==> src/rtl/coin_pulse_seq_if.sv <==
`default_nettype none
// ============================================================================
//  Module      : coin_pulse_seq_if
//  Description : Request/lockout inputs and latch-write/status outputs of the
//                coin counter pulse sequencer.
//  Revision    : 1.0 - initial release
// ============================================================================
interface coin_pulse_seq_if #(
    parameter int PEND_W = 4
);
    logic              INC1;
    logic              INC2;
    logic              LOCK1;
    logic              LOCK2;
    logic [1:0]        CO_ADDR;
    logic              CO_DATA;
    logic              nCOUNTOUT;
    logic [PEND_W-1:0] PEND1;
    logic [PEND_W-1:0] PEND2;
    logic              OVF;
    logic              BUSY;

    modport master (
        output INC1, INC2, LOCK1, LOCK2,
        input  CO_ADDR, CO_DATA, nCOUNTOUT, PEND1, PEND2, OVF, BUSY
    );

    modport slave (
        input  INC1, INC2, LOCK1, LOCK2,
        output CO_ADDR, CO_DATA, nCOUNTOUT, PEND1, PEND2, OVF, BUSY
    );
endinterface
`default_nettype wire

==> src/rtl/coin_pulse_seq.sv <==
`default_nettype none
// ============================================================================
//  Module      : coin_pulse_seq
//  Description : Sequences coin-counter pulses and lockout writes onto a
//                shared addressed latch with a setup/strobe/hold protocol.
//  Revision    : 1.0 - initial release
// ============================================================================
module coin_pulse_seq #(
    parameter int ON_CYC  = 4,
    parameter int OFF_CYC = 4,
    parameter int PEND_W  = 4
) (
    input  wire logic        CLK,
    input  wire logic        nRESET,
    coin_pulse_seq_if.slave  bus
);

    typedef enum logic [2:0] {
        S_IDLE     = 3'd0,
        S_SETUP    = 3'd1,
        S_STROBE   = 3'd2,
        S_HOLD     = 3'd3,
        S_ON_WAIT  = 3'd4,
        S_OFF_WAIT = 3'd5
    } state_t;

    localparam logic [15:0]       c_ON_LOAD  = 16'(ON_CYC - 1);
    localparam logic [15:0]       c_OFF_LOAD = 16'(OFF_CYC - 1);
    localparam logic [PEND_W-1:0] c_PEND_MAX = '1;

    state_t            r_state, w_state_nxt;
    logic              r_job_type, w_job_type_nxt;   // 1 = lockout, 0 = counter
    logic              r_job_ch,   w_job_ch_nxt;     // 0 = channel 1
    logic              r_job_data, w_job_data_nxt;
    logic [15:0]       r_timer,    w_timer_nxt;
    logic              r_rr,       w_rr_nxt;
    logic              r_shadow1,  w_shadow1_nxt;
    logic              r_shadow2,  w_shadow2_nxt;
    logic              w_dec1, w_dec2, w_active_nxt;
    logic [PEND_W-1:0] r_pend1, r_pend2;
    logic [PEND_W:0]   w_pend1_nxt, w_pend2_nxt;
    logic              r_ovf, r_busy, r_ncountout, r_co_data;
    logic [1:0]        r_co_addr;

    // Returns {dropped, next_count}; a simultaneous inc and dec cancel out.
    function automatic logic [PEND_W:0] f_pend_nxt(input logic [PEND_W-1:0] cur,
                                                   input logic inc, input logic dec);
        logic              drop;
        logic [PEND_W-1:0] nxt;
        drop = 1'b0;
        nxt  = cur;
        if (inc && !dec) begin
            if (cur == c_PEND_MAX) drop = 1'b1;
            else                   nxt  = cur + 1'b1;
        end else if (dec && !inc) begin
            nxt = cur - 1'b1;
        end
        return {drop, nxt};
    endfunction

    always_comb begin
        w_state_nxt    = r_state;
        w_job_type_nxt = r_job_type;
        w_job_ch_nxt   = r_job_ch;
        w_job_data_nxt = r_job_data;
        w_timer_nxt    = r_timer;
        w_rr_nxt       = r_rr;
        w_shadow1_nxt  = r_shadow1;
        w_shadow2_nxt  = r_shadow2;
        w_dec1         = 1'b0;
        w_dec2         = 1'b0;
        case (r_state)
            S_IDLE: begin
                if (bus.LOCK1 != r_shadow1) begin
                    w_job_type_nxt = 1'b1;
                    w_job_ch_nxt   = 1'b0;
                    w_job_data_nxt = bus.LOCK1;
                    w_state_nxt    = S_SETUP;
                end else if (bus.LOCK2 != r_shadow2) begin
                    w_job_type_nxt = 1'b1;
                    w_job_ch_nxt   = 1'b1;
                    w_job_data_nxt = bus.LOCK2;
                    w_state_nxt    = S_SETUP;
                end else if (r_pend1 != '0 || r_pend2 != '0) begin
                    w_job_type_nxt = 1'b0;
                    w_job_data_nxt = 1'b1;
                    w_rr_nxt       = ~r_rr;
                    if (r_pend1 != '0 && r_pend2 != '0) w_job_ch_nxt = r_rr;
                    else                                w_job_ch_nxt = (r_pend1 == '0);
                    w_state_nxt    = S_SETUP;
                end
            end
            S_SETUP:  w_state_nxt = S_STROBE;
            S_STROBE: begin
                w_state_nxt = S_HOLD;
                if (r_job_type) begin
                    if (r_job_ch) w_shadow2_nxt = r_job_data;
                    else          w_shadow1_nxt = r_job_data;
                end else if (r_job_data) begin
                    w_dec1 = ~r_job_ch;
                    w_dec2 = r_job_ch;
                end
            end
            S_HOLD: begin
                if (r_job_type) begin
                    w_state_nxt = S_IDLE;
                end else if (r_job_data) begin
                    w_state_nxt = S_ON_WAIT;
                    w_timer_nxt = c_ON_LOAD;
                end else begin
                    w_state_nxt = S_OFF_WAIT;
                    w_timer_nxt = c_OFF_LOAD;
                end
            end
            S_ON_WAIT: begin
                if (r_timer == 16'd0) begin
                    w_state_nxt    = S_SETUP;
                    w_job_data_nxt = 1'b0;
                end else begin
                    w_timer_nxt = r_timer - 16'd1;
                end
            end
            S_OFF_WAIT: begin
                if (r_timer == 16'd0) w_state_nxt = S_IDLE;
                else                  w_timer_nxt = r_timer - 16'd1;
            end
            default: w_state_nxt = S_IDLE;
        endcase
    end

    assign w_active_nxt = (w_state_nxt == S_SETUP) || (w_state_nxt == S_STROBE) ||
                          (w_state_nxt == S_HOLD);
    assign w_pend1_nxt  = f_pend_nxt(r_pend1, bus.INC1, w_dec1);
    assign w_pend2_nxt  = f_pend_nxt(r_pend2, bus.INC2, w_dec2);

    always_ff @(posedge CLK) begin
        if (!nRESET) begin
            r_state     <= S_IDLE;
            r_job_type  <= 1'b0;
            r_job_ch    <= 1'b0;
            r_job_data  <= 1'b0;
            r_timer     <= 16'd0;
            r_rr        <= 1'b0;
            r_shadow1   <= 1'b0;
            r_shadow2   <= 1'b0;
            r_pend1     <= '0;
            r_pend2     <= '0;
            r_ovf       <= 1'b0;
            r_busy      <= 1'b0;
            r_ncountout <= 1'b1;
            r_co_addr   <= 2'b00;
            r_co_data   <= 1'b0;
        end else begin
            r_state     <= w_state_nxt;
            r_job_type  <= w_job_type_nxt;
            r_job_ch    <= w_job_ch_nxt;
            r_job_data  <= w_job_data_nxt;
            r_timer     <= w_timer_nxt;
            r_rr        <= w_rr_nxt;
            r_shadow1   <= w_shadow1_nxt;
            r_shadow2   <= w_shadow2_nxt;
            r_pend1     <= w_pend1_nxt[PEND_W-1:0];
            r_pend2     <= w_pend2_nxt[PEND_W-1:0];
            r_ovf       <= r_ovf | w_pend1_nxt[PEND_W] | w_pend2_nxt[PEND_W];
            // Outputs are registered from the next state so the strobe is glitch-free.
            r_busy      <= (w_state_nxt != S_IDLE);
            r_ncountout <= (w_state_nxt != S_STROBE);
            r_co_addr   <= w_active_nxt ? {w_job_type_nxt, w_job_ch_nxt} : 2'b00;
            r_co_data   <= w_active_nxt ? w_job_data_nxt : 1'b0;
        end
    end

    assign bus.CO_ADDR   = r_co_addr;
    assign bus.CO_DATA   = r_co_data;
    assign bus.nCOUNTOUT = r_ncountout;
    assign bus.PEND1     = r_pend1;
    assign bus.PEND2     = r_pend2;
    assign bus.OVF       = r_ovf;
    assign bus.BUSY      = r_busy;

endmodule
`default_nettype wire

==> src/flat_wrapper.sv <==
// flat-port wrapper written by rule: the top's interface ports become plain ports
module coin_pulse_seq_flat 
#(
    parameter int ON_CYC  = 4,
    parameter int OFF_CYC = 4,
    parameter int PEND_W  = 4
)
  (CLK, nRESET, bus_INC1, bus_INC2, bus_LOCK1, bus_LOCK2, bus_CO_ADDR, bus_CO_DATA, bus_nCOUNTOUT, bus_PEND1, bus_PEND2, bus_OVF, bus_BUSY);
  coin_pulse_seq_if #(.PEND_W(PEND_W)) bus_i ();
  input  wire logic CLK;
  input  wire logic nRESET;
  input wire logic [$bits(bus_i.INC1)-1:0] bus_INC1;
  input wire logic [$bits(bus_i.INC2)-1:0] bus_INC2;
  input wire logic [$bits(bus_i.LOCK1)-1:0] bus_LOCK1;
  input wire logic [$bits(bus_i.LOCK2)-1:0] bus_LOCK2;
  output wire logic [$bits(bus_i.CO_ADDR)-1:0] bus_CO_ADDR;
  output wire logic [$bits(bus_i.CO_DATA)-1:0] bus_CO_DATA;
  output wire logic [$bits(bus_i.nCOUNTOUT)-1:0] bus_nCOUNTOUT;
  output wire logic [$bits(bus_i.PEND1)-1:0] bus_PEND1;
  output wire logic [$bits(bus_i.PEND2)-1:0] bus_PEND2;
  output wire logic [$bits(bus_i.OVF)-1:0] bus_OVF;
  output wire logic [$bits(bus_i.BUSY)-1:0] bus_BUSY;
  assign bus_i.INC1 = bus_INC1;
  assign bus_i.INC2 = bus_INC2;
  assign bus_i.LOCK1 = bus_LOCK1;
  assign bus_i.LOCK2 = bus_LOCK2;
  assign bus_CO_ADDR = bus_i.CO_ADDR;
  assign bus_CO_DATA = bus_i.CO_DATA;
  assign bus_nCOUNTOUT = bus_i.nCOUNTOUT;
  assign bus_PEND1 = bus_i.PEND1;
  assign bus_PEND2 = bus_i.PEND2;
  assign bus_OVF = bus_i.OVF;
  assign bus_BUSY = bus_i.BUSY;
  coin_pulse_seq #(.ON_CYC(ON_CYC), .OFF_CYC(OFF_CYC), .PEND_W(PEND_W)) u_core (.CLK(CLK), .nRESET(nRESET), .bus(bus_i));
endmodule
==> config.mk <==
export PLATFORM = sky130hd
export DESIGN_NAME = coin_pulse_seq_flat
export DESIGN_NICKNAME = d
export VERILOG_FILES = /design/src/rtl/coin_pulse_seq_if.sv /design/src/rtl/coin_pulse_seq.sv /design/src/flat_wrapper.sv
export SDC_FILE = /design/constraint.sdc
export NUM_CORES = 1
export LEC_CHECK = 0
export ABC_AREA = 1
export BUFFER_PORTS_ARGS = -buffer_cell sky130_fd_sc_hd__buf_2
export CORE_ASPECT_RATIO = 1.1
export CORE_MARGIN = 2
export CORE_UTILIZATION = 45
export DETAILED_ROUTE_END_ITERATION = 8
export GPL_TIMING_DRIVEN = 0
export PLACE_DENSITY = 0.62
export RECOVER_POWER = 25
export SLEW_MARGIN = 20
export SYNTH_ARGS = -nofsm -noshare
export SYNTH_HDL_FRONTEND = slang
export SYNTH_SLANG_ARGS = --single-unit
==> constraint.sdc <==
create_clock -name CLK -period 2.1 [get_ports CLK]
set_input_delay 0.21 -clock CLK [delete_from_list [all_inputs] [get_ports CLK]]
set_output_delay 0.21 -clock CLK [all_outputs]
set_load 0.1 [all_outputs]
* Word level (Yosys, flattened, before mapping)
Cells that the tools add are included.
** Cells by class
- Add/subtract/negate cells :: 5
- Eq/ne operators :: 17
- Muxes and demuxes :: 41
- Bitwise logic cells :: 6
- Reductions and logical operators :: 29
** Operators by type and width (count)
- $mux W16 :: 2
- $pmux W16 S2 :: 1
- $mux W1 :: 24
- $mux W4 :: 6
- $mux W3 :: 6
- $pmux W3 S6 :: 1
- $logic_not A16 Y1 :: 1
- $sub A16 B1 Y16 const B :: 1
- $eq A3 B2 Y1 const B :: 4
- $reduce_and A3 Y1 :: 3
- $add A4 B1 Y4 const B :: 2
- $eq A4 B4 Y1 const B :: 2
- $ne A2 B2 Y1 const B :: 4
- $reduce_bool A4 Y1 :: 2
- $sub A4 B1 Y4 const B :: 2
- $eq A3 B1 Y1 const B :: 2
- $eq A3 B3 Y1 const B :: 2
- $reduce_and A2 Y1 :: 3
- $reduce_bool A2 Y1 :: 3
- $logic_and A1 B1 Y1 :: 5
- $logic_not A1 Y1 :: 4
- $logic_not A4 Y1 :: 1
- $not A1 Y1 :: 4
- $reduce_and A4 Y1 :: 1
- other kinds (8) :: 12
** Word-level totals
- Register bits after elaboration :: 39
- Input port bits :: 6
- Output and inout bits :: 14
- Word-level logic and storage cells :: 113

* Depth between registers and ports, before layout
Gate-level depths: netlist of run 1.
- Depth in word-level cells :: 10
- Mapped depth :: 14
- Depth with buffers taken out :: 14

* Worst setup path after synthesis of run 1
Ideal clock, no wire load.
- Path type :: register to register
- Start point :: register u_core.r_pend2[2], in the netlist u_core.bus.PEND2[2]
- End point :: register u_core.r_pend2[3], in the netlist u_core.bus.PEND2[3]
- Library setup time :: 0.065 ns
- Arrival time :: 2.041 ns
- Data required time :: 2.035 ns
- Path slack :: -0.006 ns
- Cell stages (with the launch flop) :: 11
- Buffers on the path :: 0
- Clock period less this slack :: 2.106 ns
- Path through :: dfxtp_1 ha_1 nand2_1 nand2_1 a21oi_1 inv_1 nand2_1 nand2_1 nor2_1 nor2_1 nor2_1
** Between the ends
- Word-level cells in the longest chain between the ends :: 3
- Elaborated cells on any way between the ends :: 8
- Those cells by class :: 2 x add/sub; 2 x eq/ne; 3 x mux; 1 x reduce/logical
** RTL lines
- from (decl) :: line coin_pulse_seq.sv:40 : logic [PEND_W-1:0] r_pend1, r_pend2;
- from (signal assigned) :: line coin_pulse_seq.sv:163 : r_pend2 <= w_pend2_nxt[PEND_W-1:0];
- $sub A4 B1 Y4, or another cell as far along :: line coin_pulse_seq.sv:56 : nxt = cur - 1'b1;
- $mux W4, or another cell as far along :: line coin_pulse_seq.sv:55 : end else if (dec && !inc) begin
- $mux W4 or $reduce_and A2 Y1 (tied branches)
Parallel ways exist; a longest one is shown, timed or not. The select of a mux whose other input is x is not followed.
A chain may end at the register's enable or synchronous reset.

* Worst setup path in the final report of run 1
- Start point :: register u_core.r_state[0]
- End point :: register u_core.r_pend2[3], in the netlist u_core.bus.PEND2[3]
** Between the ends
- Word-level cells in the longest chain between the ends :: 6
- Elaborated cells on any way between the ends :: 9
- Those cells by class :: 2 x eq/ne; 2 x mux; 5 x reduce/logical
** RTL lines
- from (decl) :: line coin_pulse_seq.sv:31 : state_t r_state, w_state_nxt;
- from (signal assigned) :: line coin_pulse_seq.sv:154 : r_state <= w_state_nxt;
- $eq A3 B2 Y1 (*) :: line coin_pulse_seq.sv:72 : case (r_state)
- $mux W1 (*) :: line coin_pulse_seq.sv:72
- $logic_not A1 Y1 :: line coin_pulse_seq.sv:52 : if (inc && !dec) begin
- $logic_and A1 B1 Y1 :: line coin_pulse_seq.sv:52
- $ne A2 B2 Y1 (no source line) or $reduce_bool A2 Y1 (tied branches)
- $reduce_and A2 Y1 (no source line)
Mark *: on every way between the ends. The rest lies on a longest branch, timed or not.

==> results.cfg, run 1 <==
[floorplanning]
dieArea_um2 = 5670
core-area_um2 = 4970
initial_utilization_pct = 46.0
ioPinCount = 20
num_rows = 27
die_w_um = 72.0
die_y_um = 78.8

[detailed_routing]
viasPerCell = 4.95
avgRoutedWirePerCell_um = 11.5
drc = 0
routed-via-count = 2184
firstDrtPassIters = 4
dr.first_iter.drc_count = 102
drt.antenna.violating_nets = 0
wirelength_mm = 5.07

[place]
dp_hpwl_mm = 3.85
dp_worst_setup_slack_ps = -73.3
numPortBuffers = 19
gp_congestion = 0.868

[final_layout]
antenna_cells = 0
n_fill_cell = 513
syn2layout_area_growth_pct = 14.1
final_util_pct = 52.5
layout-drive-gt1-share_pct = 16.2
nets = 395

[setup_path]
critical_path_required_ps = 2330
worstSetupPathType = flop to flop
r2r_setup_slack_ps = 200
r2r_start = u_core.r_state[0]$_SDFF_PN0_
crit_arrival_ps = 2130
crit_path_end_kind = flop
cp-start-kind = flop
startpoint = u_core.r_state[0]$_SDFF_PN0_
ff2ff_path_depth = 13
cp_max_fo = 5
worstReg2RegEnd = u_core.bus.PEND2[3]$_SDFFE_PN0P_

[clocking]
clk-insertion-delay-late_ps = 290
cts_root_buf = clkbuf_8
cts_buffer_depth = 2
cts_sinks = 39
htree_levels = 2
clk_pin_slew_ps = 80
numCtsBuffers = 5
cts_tree = done

[min_path]
hold_end = u_core.r_timer[0]$_SDFFE_PN0P_
whs_path_depth = 3
hp-start = nRESET
hp-class = primary input to flop

[power_and_ir_drop]
p_comb_share_pct = 53.3
switching_share_pct = 50.1
vdd_drop_max_mv = 0.606
fin_total_pwr_uw = 3640
clkPwrFrac_pct = 17.9
p_leak_uw = 0.00124
p_sw_uw = 1820
p_per_area_nw_per_um2 = 1390
p_int_uw = 1810
power_frac_seq_pct = 28.8

[synth]
yosysSeqAreaShare_pct = 34.2
yosysWarnings = 0
synth_seq_cells = 39
syn_avg_cell_area_um2 = 6.46
synth_fp_nets = 367
synth.distinct_cells = 25
syn_area_um2 = 2290
syn_inst = 354

[sta]
post-route-period-util_pct = 90.7
hold_viol = 0
clock.fmax_mhz = 525
fin_ws_ps = 196
worstMarginPinSlew_ps = 1170
finalClockSkew_ps = 4.91
drv_slew = 0
finalSetupViolCount = 0
fin_hold_ws_ps = 219
fin_setup_tns_ps = 0
period_minus_slack_ps = 1900
slew_headroom_pct = 22.5
rsz0062_at_grt = false

[run_status]
outcome = complete, no violations

[global_route]
gr-usage-all-layers_pct = 19.8
grt_max_degree = 13
grt_pass1_wl_mm = 8.90
grt_antenna_before_repair = 0
gr-total-overflow = 0
grt_pass1_vias = 2051

[flow_run]
max_cap_violations = 0
[worst max path at each step]
stage                                                  end  cells past startpoint
after global placement    u_core.bus.PEND2[3]$_SDFFE_PN0P_                     14
after global routing      u_core.bus.PEND2[3]$_SDFFE_PN0P_                     14
after floorplan           u_core.bus.PEND2[3]$_SDFFE_PN0P_                     10
after detailed placement  u_core.bus.PEND2[3]$_SDFFE_PN0P_                     14
after CTS                 u_core.bus.PEND2[3]$_SDFFE_PN0P_                     14
final                     u_core.bus.PEND2[3]$_SDFFE_PN0P_                     13
[placed cells by master, fill, tap and decap left out]
master     instances
nand2_1           78
nor2_1            74
inv_1             38
dfxtp_1           34
nand3_1           28
a21oi_1           16
o21ai_0           15
nand2_2           11
nor2_2            11
clkbuf_1          11
buf_2             11
clkbuf_8           6
nand4_1            5
xor2_1             5
ha_1               5
dfxtp_2            5
nor3_1             4
nand3b_1           4
inv_2              3
nand2_4            3
nor3_4             2
nor2_4             2
clkinv_2           2
buf_6              2
fa_1               2
clkinv_1           1
or2_2              1
a21boi_0           1
a21oi_2            1
bufinv_16          1
buf_4              1
[layer usage]
layer / vias up / wire length [µm] / part of all wire (%) / GRT usage, %
met4: 0 / 65 / 1.3 / 6.42
met3: 6 / 97 / 1.9 / 3.43
met2: 16 / 2470 / 49 / 34.9
li1: 1165 / - / - / -
met1: 997 / 2440 / 48 / 24.3
met5: - / 0 / 0 / 0
[per-stage QoR]
stage / area (µm²) / std cells
3_3_place_gp: 2450 / 431
2_1_floorplan: 2290 / 354
3_5_place_dp: 2450 / 431
6_report: 2610 / 441
5_1_grt: 2610 / 441
4_1_cts: 2600 / 441
[registers in the layout, summed over array words and instances (netlist names)]
| signal | cells |
|---|---|
| u_core.bus.CO_ADDR | 2 |
| u_core.r_shadow1 | 1 |
| u_core.r_job_data | 1 |
| u_core.r_timer | 16 |
| u_core.bus.PEND2 | 4 |
| u_core.bus.PEND1 | 4 |
| u_core.r_job_ch | 1 |
| u_core.r_state | 3 |
| u_core.r_job_type | 1 |
| u_core.r_shadow2 | 1 |
| u_core.bus.BUSY | 1 |
| u_core.r_rr | 1 |
| u_core.bus.CO_DATA | 1 |
| u_core.bus.OVF | 1 |
| u_core.bus.nCOUNTOUT | 1 |
[kinds of logic after synthesis]
| kind of cell | synth area share (%) |
|---|---|
| and+or+nand+nor | 43.7 |
| buffers and inverters | 8.43 |
| DFF | 34.2 |
| AOI/OAI and AO/OA | 7.33 |
| adders and majority gates | 4.49 |
| xor gates and xnor gates | 1.92 |
[cells in the mapped netlist]
cell type   n  area share [%]
a21boi_0    1            0.33
a21oi_1    17             3.7
buf_6       2            0.99
clkbuf_1    2            0.33
clkinv_1    1            0.16
clkinv_2    1            0.22
dfxtp_1    39              34
fa_1        2             1.8
ha_1        5             2.7
inv_1      38             6.2
inv_2       3            0.49
nand2_1    82              13
nand2_2     7             1.9
nand2_4     3             1.5
nand3_1    28             6.1
nand3b_1    4             1.3
nand4_1     5             1.4
nor2_1     76              12
nor2_2      9             2.5
nor2_4      2            0.99
nor3_1      5             1.1
nor3_4      1            0.71
o21ai_0    15             3.3
or2_2       1            0.27
xor2_1      5             1.9
[power by group through the flow]
| stage | clock (µW) | sequential, µW | combinational, µW |
|---|---|---|---|
| after floorplan | 0 | 1420 | 1180 |
| after global placement | 0 | 1050 | 1890 |
| after detailed placement | 0 | 1050 | 1910 |
| after CTS | 669 | 1030 | 1940 |
| after global routing | 699 | 1070 | 2200 |
| final | 651 | 1050 | 1940 |
[worst max-delay path, cell delays in order, from the launching register on]
cell,delay (ps)
dfxtp_1,350
nor3_4,290
nand2_2,110
nand2_2,130
ha_1,280
nand2_1,80
nand2_1,50
a21oi_2,130
inv_1,50
nand2_1,80
nand2_1,60
nor2_1,90
nor2_1,40
nor2_1,90
[final cells by class]
type                            count  area, µm²  share of cell area, %
Clock buffer                        6       82.6                   3.17
Sequential cell                    39        787                   30.2
Clock inverter                      2       35.0                   1.34
Inverter                           43        163                   6.24
Tap cell                           58       72.6                   2.78
Multi-Input combinational cell    268       1340                   51.5
Timing Repair Buffer               21       96.3                   3.69
Buffer                              4       30.0                   1.15
[repair_timing]
action / in CTS / in global routing
pin swaps: 1 / 1
endpoints found under the hold margin: 0 / 0
hold buffers: 0 / 0
setup buffers: 2 / 0
gates resized for setup: 3 / 10
endpoints found under the setup margin: 2 / 2
No activity file was read; power rests on OpenSTA's default activity.
==> run 2: changes to the inputs <==
--- a/config.mk
+++ b/config.mk
@@ -5,13 +5,14 @@
 export SDC_FILE = /design/constraint.sdc
 export NUM_CORES = 1
 export LEC_CHECK = 0
-export ABC_AREA = 1
+export ABC_AREA = 0
 export BUFFER_PORTS_ARGS = -buffer_cell sky130_fd_sc_hd__buf_2
 export CORE_ASPECT_RATIO = 1.1
 export CORE_MARGIN = 2
 export CORE_UTILIZATION = 45
 export DETAILED_ROUTE_END_ITERATION = 8
 export GPL_TIMING_DRIVEN = 0
+export MAX_ROUTING_LAYER = met4
 export PLACE_DENSITY = 0.62
 export RECOVER_POWER = 25
 export SLEW_MARGIN = 20
==> results.cfg, run 2 <==
[synth]
syn_area_um2 = 2230
synth_top_area_cell = dfxtp_1
syn_avg_cell_area_um2 = 8.80
yosysSeqAreaShare_pct = 35.1
synth_edf_count = 0
synthTopCellsByArea = dfxtp_1 35%, nor2_1 4.9%, mux2i_1 3.6%, xnor2_1 3.5%, nor3_1 3.1%
synth_top_cells_by_count = 39 x dfxtp_1, 29 x nor2_1, 15 x nand2_1
synth_most_common_cell = dfxtp_1
synth.distinct_cells = 59
synth_top_area_share_pct = 35.1
synth_seq_cells = 39
yosysWarnings = 0
syn_inst = 253
synth_fp_nets = 266
async_flop_share_pct = 0
ys.flop_type = dfxtp_1

[sta]
worstMarginPinSlew_ps = 609
finalSetupViolCount = 2
post-route-period-util_pct = 102
slew_headroom_pct = 59.0
rsz0062_at_grt = true
finalClockSkew_ps = 6.77
fin_setup_tns_ps = -55.6
fin_ws_ps = -48.4
drv_slew = 0
period_minus_slack_ps = 2150
hold_viol = 0
clock.fmax_mhz = 465

[clocking]
htree_levels = 2
numCtsBuffers = 5
hold_buffers = 0
clk_pin_slew_ps = 80
clk-insertion-delay-late_ps = 290
cts_buffer_depth = 2
cts_sinks = 39
cts_tree = done
cts_root_buf = clkbuf_8

[floorplanning]
initial_utilization_pct = 47.2
die_y_um = 77.8
num_rows = 26
core-area_um2 = 4720
dieArea_um2 = 5530
ioPinCount = 20
die_w_um = 71.1

[detailed_routing]
viasPerCell = 5.71
drt.antenna.violating_nets = 0
routed-via-count = 2014
drc = 0
firstDrtPassIters = 4
avgRoutedWirePerCell_um = 14.8
wirelength_mm = 5.21
dr.first_iter.drc_count = 99

[final_layout]
largest_reg_flops = 16
antenna_cells = 0
instances_no_fill = 353
top_register = u_core.r_timer
mostFrequentLayoutCells = 32 x dfxtp_1, 28 x nor2_1, 19 x buf_4, 19 x buf_2, 13 x nand2_1
multiInputGateArea_um2 = 1440
syn2layout_area_growth_pct = 23.3
seq_area_um2 = 790
nets = 310
postLayoutCellArea_um2 = 2750
n_fill_cell = 436
mostFrequentLayoutCell = dfxtp_1
layout-drive-gt1-share_pct = 29.3

[power_and_ir_drop]
p_per_area_nw_per_um2 = 1290
p_leak_uw = 0.00113
fin_total_pwr_uw = 3550
vdd_drop_max_mv = 0.673

[place]
dp_worst_setup_slack_ps = -419
numPortBuffers = 19
gp_congestion = 0.821
dpl_cell_area_um2 = 2400
dp_hpwl_mm = 3.66
dpl.cell_count = 328

[global_route]
grt_max_degree = 12
grt_antenna_before_repair = 0
gr-total-overflow = 0
gr-usage-all-layers_pct = 19.9
grt_pass1_wl_mm = 8.82
grt_pass1_vias = 1898

[setup_path]
critical_path_required_ps = 2280
cp_max_fo = 4
crit_arrival_ps = 2330
worstSetupPathType = flop to flop
cp-start-kind = flop
crit_path_end_kind = flop

[run_status]
outcome = finished with violations
violations = negative setup slack

[min_path]
hp-class = primary input to flop

[flow_run]
max_cap_violations = 0
## run 2: cell types whose count changed after synthesis, sizes merged, moves of 7 or more
cell,before,now
mux2i,0,8
nor4,0,9
nor3,6,15
nand2,92,16
or3,0,7
xnor2,0,9
inv,41,8
nor2,87,29
nand3,28,5
## run 2: metrics by stage
stage	utilization, %	hold slack, ps
2_1_floorplan	-	365
3_3_place_gp	50.9	467
3_5_place_dp	50.9	482
4_1_cts	56.4	224
5_1_grt	58.2	236
6_report	58.2	229
## run 2: timing repair
action / 4_1_cts / 5_1_grt
pin swaps: 7 / 9
setup buffers: 13 / 5
gates resized for setup: 18 / 14
gates cloned: 0 / 0
setup endpoints to repair: 15 / 15
## run 2: critical path: stages (launching register included)
cell and delay, ps:
dfxtp_2 330, or4_4 560, or4_4 560, o21ai_4 210
a21oi_2 90, mux2_4 290
## run 2: cells by family (layout without fill, tap and decap cells)
logic type               count (synthesis)  in the layout  share of synthesized area (%)
AO/OA/AOI/OAI                           54             54                           17.1
XOR/XNOR                                12             12                           4.72
adder cells (fa/ha/maj)                  7              7                           4.61
buffers and inverters                   19             63                           5.34
flip-flops                              39             39                           35.1
multiplexers                            10             10                           4.78
AND/OR/NAND/NOR                        112            112                           28.4
## run 2: path summary, 6_finish.rpt
check                                      start                               to  slack, ps  cells after the start
setup / recovery  u_core.r_timer[9]$_SDFFE_PN0P_  u_core.r_timer[13]$_SDFFE_PN0P_        -50                      5
hold / removal                            nRESET     u_core.r_job_data$_SDFF_PN0_        230                      3
setup reg to reg  u_core.r_timer[9]$_SDFFE_PN0P_  u_core.r_timer[13]$_SDFFE_PN0P_        -50                      5
hold reg to reg   u_core.r_timer[0]$_SDFFE_PN0P_   u_core.r_timer[0]$_SDFFE_PN0P_        460                      1
## run 2: final cells by class
cell class                 count  area share (%)
clock buffer                   6            3.01
buffer                        11            3.65
sequential                    39            28.8
multi-input combinational    195            52.4
clock inverter                 1           0.182
timing repair buffer          37            8.39
tap                           56            2.55
inverter                       8            1.09
## run 2: routing by layer
| layer | vias up | GRT usage [%] | wire (µm) | part of all wire (%) |
|---|---|---|---|---|
| met3 | 4 | 2.86 | 186 | 3.6 |
| li1 | 1025 | - | - | - |
| met5 | - | - | 0 | 0 |
| met4 | 0 | 6.04 | 29 | 0.56 |
| met1 | 945 | 25.4 | 2430 | 47 |
| met2 | 40 | 32.7 | 2570 | 49 |
## run 2: power by group
group          internal [µW]  switching [µW]
clock network            258             255
logic                    735            1250
registers                891             155
total                   1880            1660
==> run 3: changes to the inputs <==
--- a/config.mk
+++ b/config.mk
@@ -9,11 +9,11 @@
 export BUFFER_PORTS_ARGS = -buffer_cell sky130_fd_sc_hd__buf_2
 export CORE_ASPECT_RATIO = 1.1
 export CORE_MARGIN = 2
-export CORE_UTILIZATION = 45
+export CORE_UTILIZATION = 59
 export DETAILED_ROUTE_END_ITERATION = 8
 export GPL_TIMING_DRIVEN = 0
 export MAX_ROUTING_LAYER = met4
-export PLACE_DENSITY = 0.62
+export PLACE_DENSITY = 0.78
 export RECOVER_POWER = 25
 export SLEW_MARGIN = 20
 export SYNTH_ARGS = -nofsm -noshare
==> results.cfg, run 3 (synthesis gave the netlist of run 2 again) <==
[floorplanning]
dieArea_um2 = 4280
die_w_um = 62.6
core-area_um2 = 3630
die_y_um = 68.4
initial_utilization_pct = 61.4
num_rows = 23
ioPinCount = 20

[clocking]
cts_buffer_depth = 2
clk-insertion-delay-late_ps = 300
numCtsBuffers = 5
cts_sinks = 39
cts_root_buf = clkbuf_8
hold_buffers = 0
clk_pin_slew_ps = 80
cts_tree = done
htree_levels = 2

[global_route]
gr-total-overflow = 0
grt_max_degree = 13
grt_pass1_wl_mm = 8.67
grt_pass1_vias = 1900
grt_antenna_before_repair = 0
gr-usage-all-layers_pct = 26.7

[final_layout]
instances_no_fill = 354
mostFrequentLayoutCell = dfxtp_1
largest_reg_flops = 16
top_register = u_core.r_timer
final_util_pct = 78.2
nets = 316
mostFrequentLayoutCells = 32 x dfxtp_1, 28 x nor2_1, 25 x buf_4
layout-drive-gt1-share_pct = 32.9
antenna_cells = 0
syn2layout_area_growth_pct = 27.2
postLayoutCellArea_um2 = 2830

[setup_path]
slowest_stage = or4_4
path_buf_inv = 1
ff2ff_path_depth = 7
worstSetupPathType = flop to flop
cp_max_fo = 4
critical_path_required_ps = 2290
cp_cell_sequence = inv_2, ha_4, or3b_4, or4_4, o21ai_4, a21oi_2, mux2_4
r2r_setup_slack_ps = -70
cp_top_family = simple AND/OR/NAND/NOR gates
slowest_delay_ps = 550
cp-start-kind = flop
r2r_start = u_core.r_timer[0]$_SDFFE_PN0P_
crit_path_end_kind = flop
crit_arrival_ps = 2360
worstReg2RegEnd = u_core.r_timer[13]$_SDFFE_PN0P_

[detailed_routing]
viasPerCell = 6.07
avgRoutedWirePerCell_um = 16.5
wirelength_mm = 5.85
dr.first_iter.drc_count = 155
drc = 0
drt.antenna.violating_nets = 0
routed-via-count = 2148
firstDrtPassIters = 4

[sta]
period_minus_slack_ps = 2170
slew_headroom_pct = 58.9
drv_slew = 0
finalClockSkew_ps = 9.96
hold_viol = 0
fin_hold_ws_ps = 270
fin_setup_tns_ps = -230
post-route-period-util_pct = 103
clock.fmax_mhz = 460
fin_ws_ps = -73.5
worstMarginPinSlew_ps = 610
rsz0062_at_grt = true
finalSetupViolCount = 7

[power_and_ir_drop]
p_per_area_nw_per_um2 = 1300
p_leak_uw = 0.00116
vdd_drop_max_mv = 0.802

[place]
dpl_cell_area_um2 = 2390
dp_hpwl_mm = 3.65
gp_congestion = 0.919
dpl.cell_count = 322
numPortBuffers = 19

[min_path]
hp-class = primary input to flop
whs_path_depth = 3
hold_end = u_core.r_job_data$_SDFF_PN0_
hp-start = nRESET

[flow_run]
max_cap_violations = 0

[run_status]
violations = negative setup slack
outcome = finished with violations
-- run 3: changes by cell type in the layout (fill, tap and decap cells not counted), sizes merged --
cell      before  now
buf           42   48
clkinvlp       0    1
-- run 3: stage by stage --
stage	total power (µW)	worst slack (ps)
final	3670	-73.5
after floorplan	2450	-96.2
after global placement	2720	-333
after global routing	3880	-135
after CTS	3410	-50.2
after detailed placement	2750	-448
-- run 3: where the power goes --
group / internal, µW / switching, µW / total [µW]
clock network: 233 / 284 / 517
logic: 784 / 1320 / 2110
registers: 891 / 159 / 1050
-- run 3: worst max path at each step --
stage	startpoint	end	slack, ps	cells after the start
final	u_core.r_timer[0]$_SDFFE_PN0P_	u_core.r_timer[13]$_SDFFE_PN0P_	-70	7
after global routing	u_core.r_timer[0]$_SDFFE_PN0P_	u_core.bus.BUSY$_SDFF_PN0_	-140	9
after CTS	u_core.r_timer[0]$_SDFFE_PN0P_	u_core.r_timer[13]$_SDFFE_PN0P_	-50	7
after detailed placement	u_core.r_state[0]$_SDFF_PN0_	u_core.bus.PEND1[3]$_SDFFE_PN0P_	-450	10
after global placement	u_core.r_state[0]$_SDFF_PN0_	u_core.bus.PEND1[3]$_SDFFE_PN0P_	-330	10
after floorplan	u_core.r_state[0]$_SDFF_PN0_	u_core.bus.PEND1[3]$_SDFFE_PN0P_	-100	10
-- run 3: cell type report --
| cell class | count | area [µm²] |
|---|---|---|
| multi-input combinational | 195 | 1490 |
| buffer | 11 | 100 |
| timing repair buffer | 43 | 275 |
| inverter | 8 | 30.0 |
| sequential | 39 | 790 |
| tap | 50 | 62.6 |
| fill | 254 | 792 |
| clock inverter | 2 | 12.5 |
| clock buffer | 6 | 72.6 |
-- run 3: repair_timing --
item,4_1_cts,5_1_grt
buffers inserted,10,14
setup endpoints to repair,14,14
pin swaps,11,15
gates resized for setup,20,22
-- run 3: worst register-to-register path, stage by stage, from the launching register on --
cell	delay [ps]
dfxtp_2	350
inv_2	70
ha_4	130
or3b_4	380
or4_4	550
o21ai_4	210
a21oi_2	90
mux2_4	290
-- run 3: layer usage --
layer | up-vias | part of all wire, % | GRT usage (%)
met1 | 1031 | 41 | 30.4
met5 | - | 0 | -
met4 | 0 | 2.5 | 13.3
met3 | 14 | 4.8 | 5.59
met2 | 71 | 51 | 45.4
li1 | 1032 | - | -
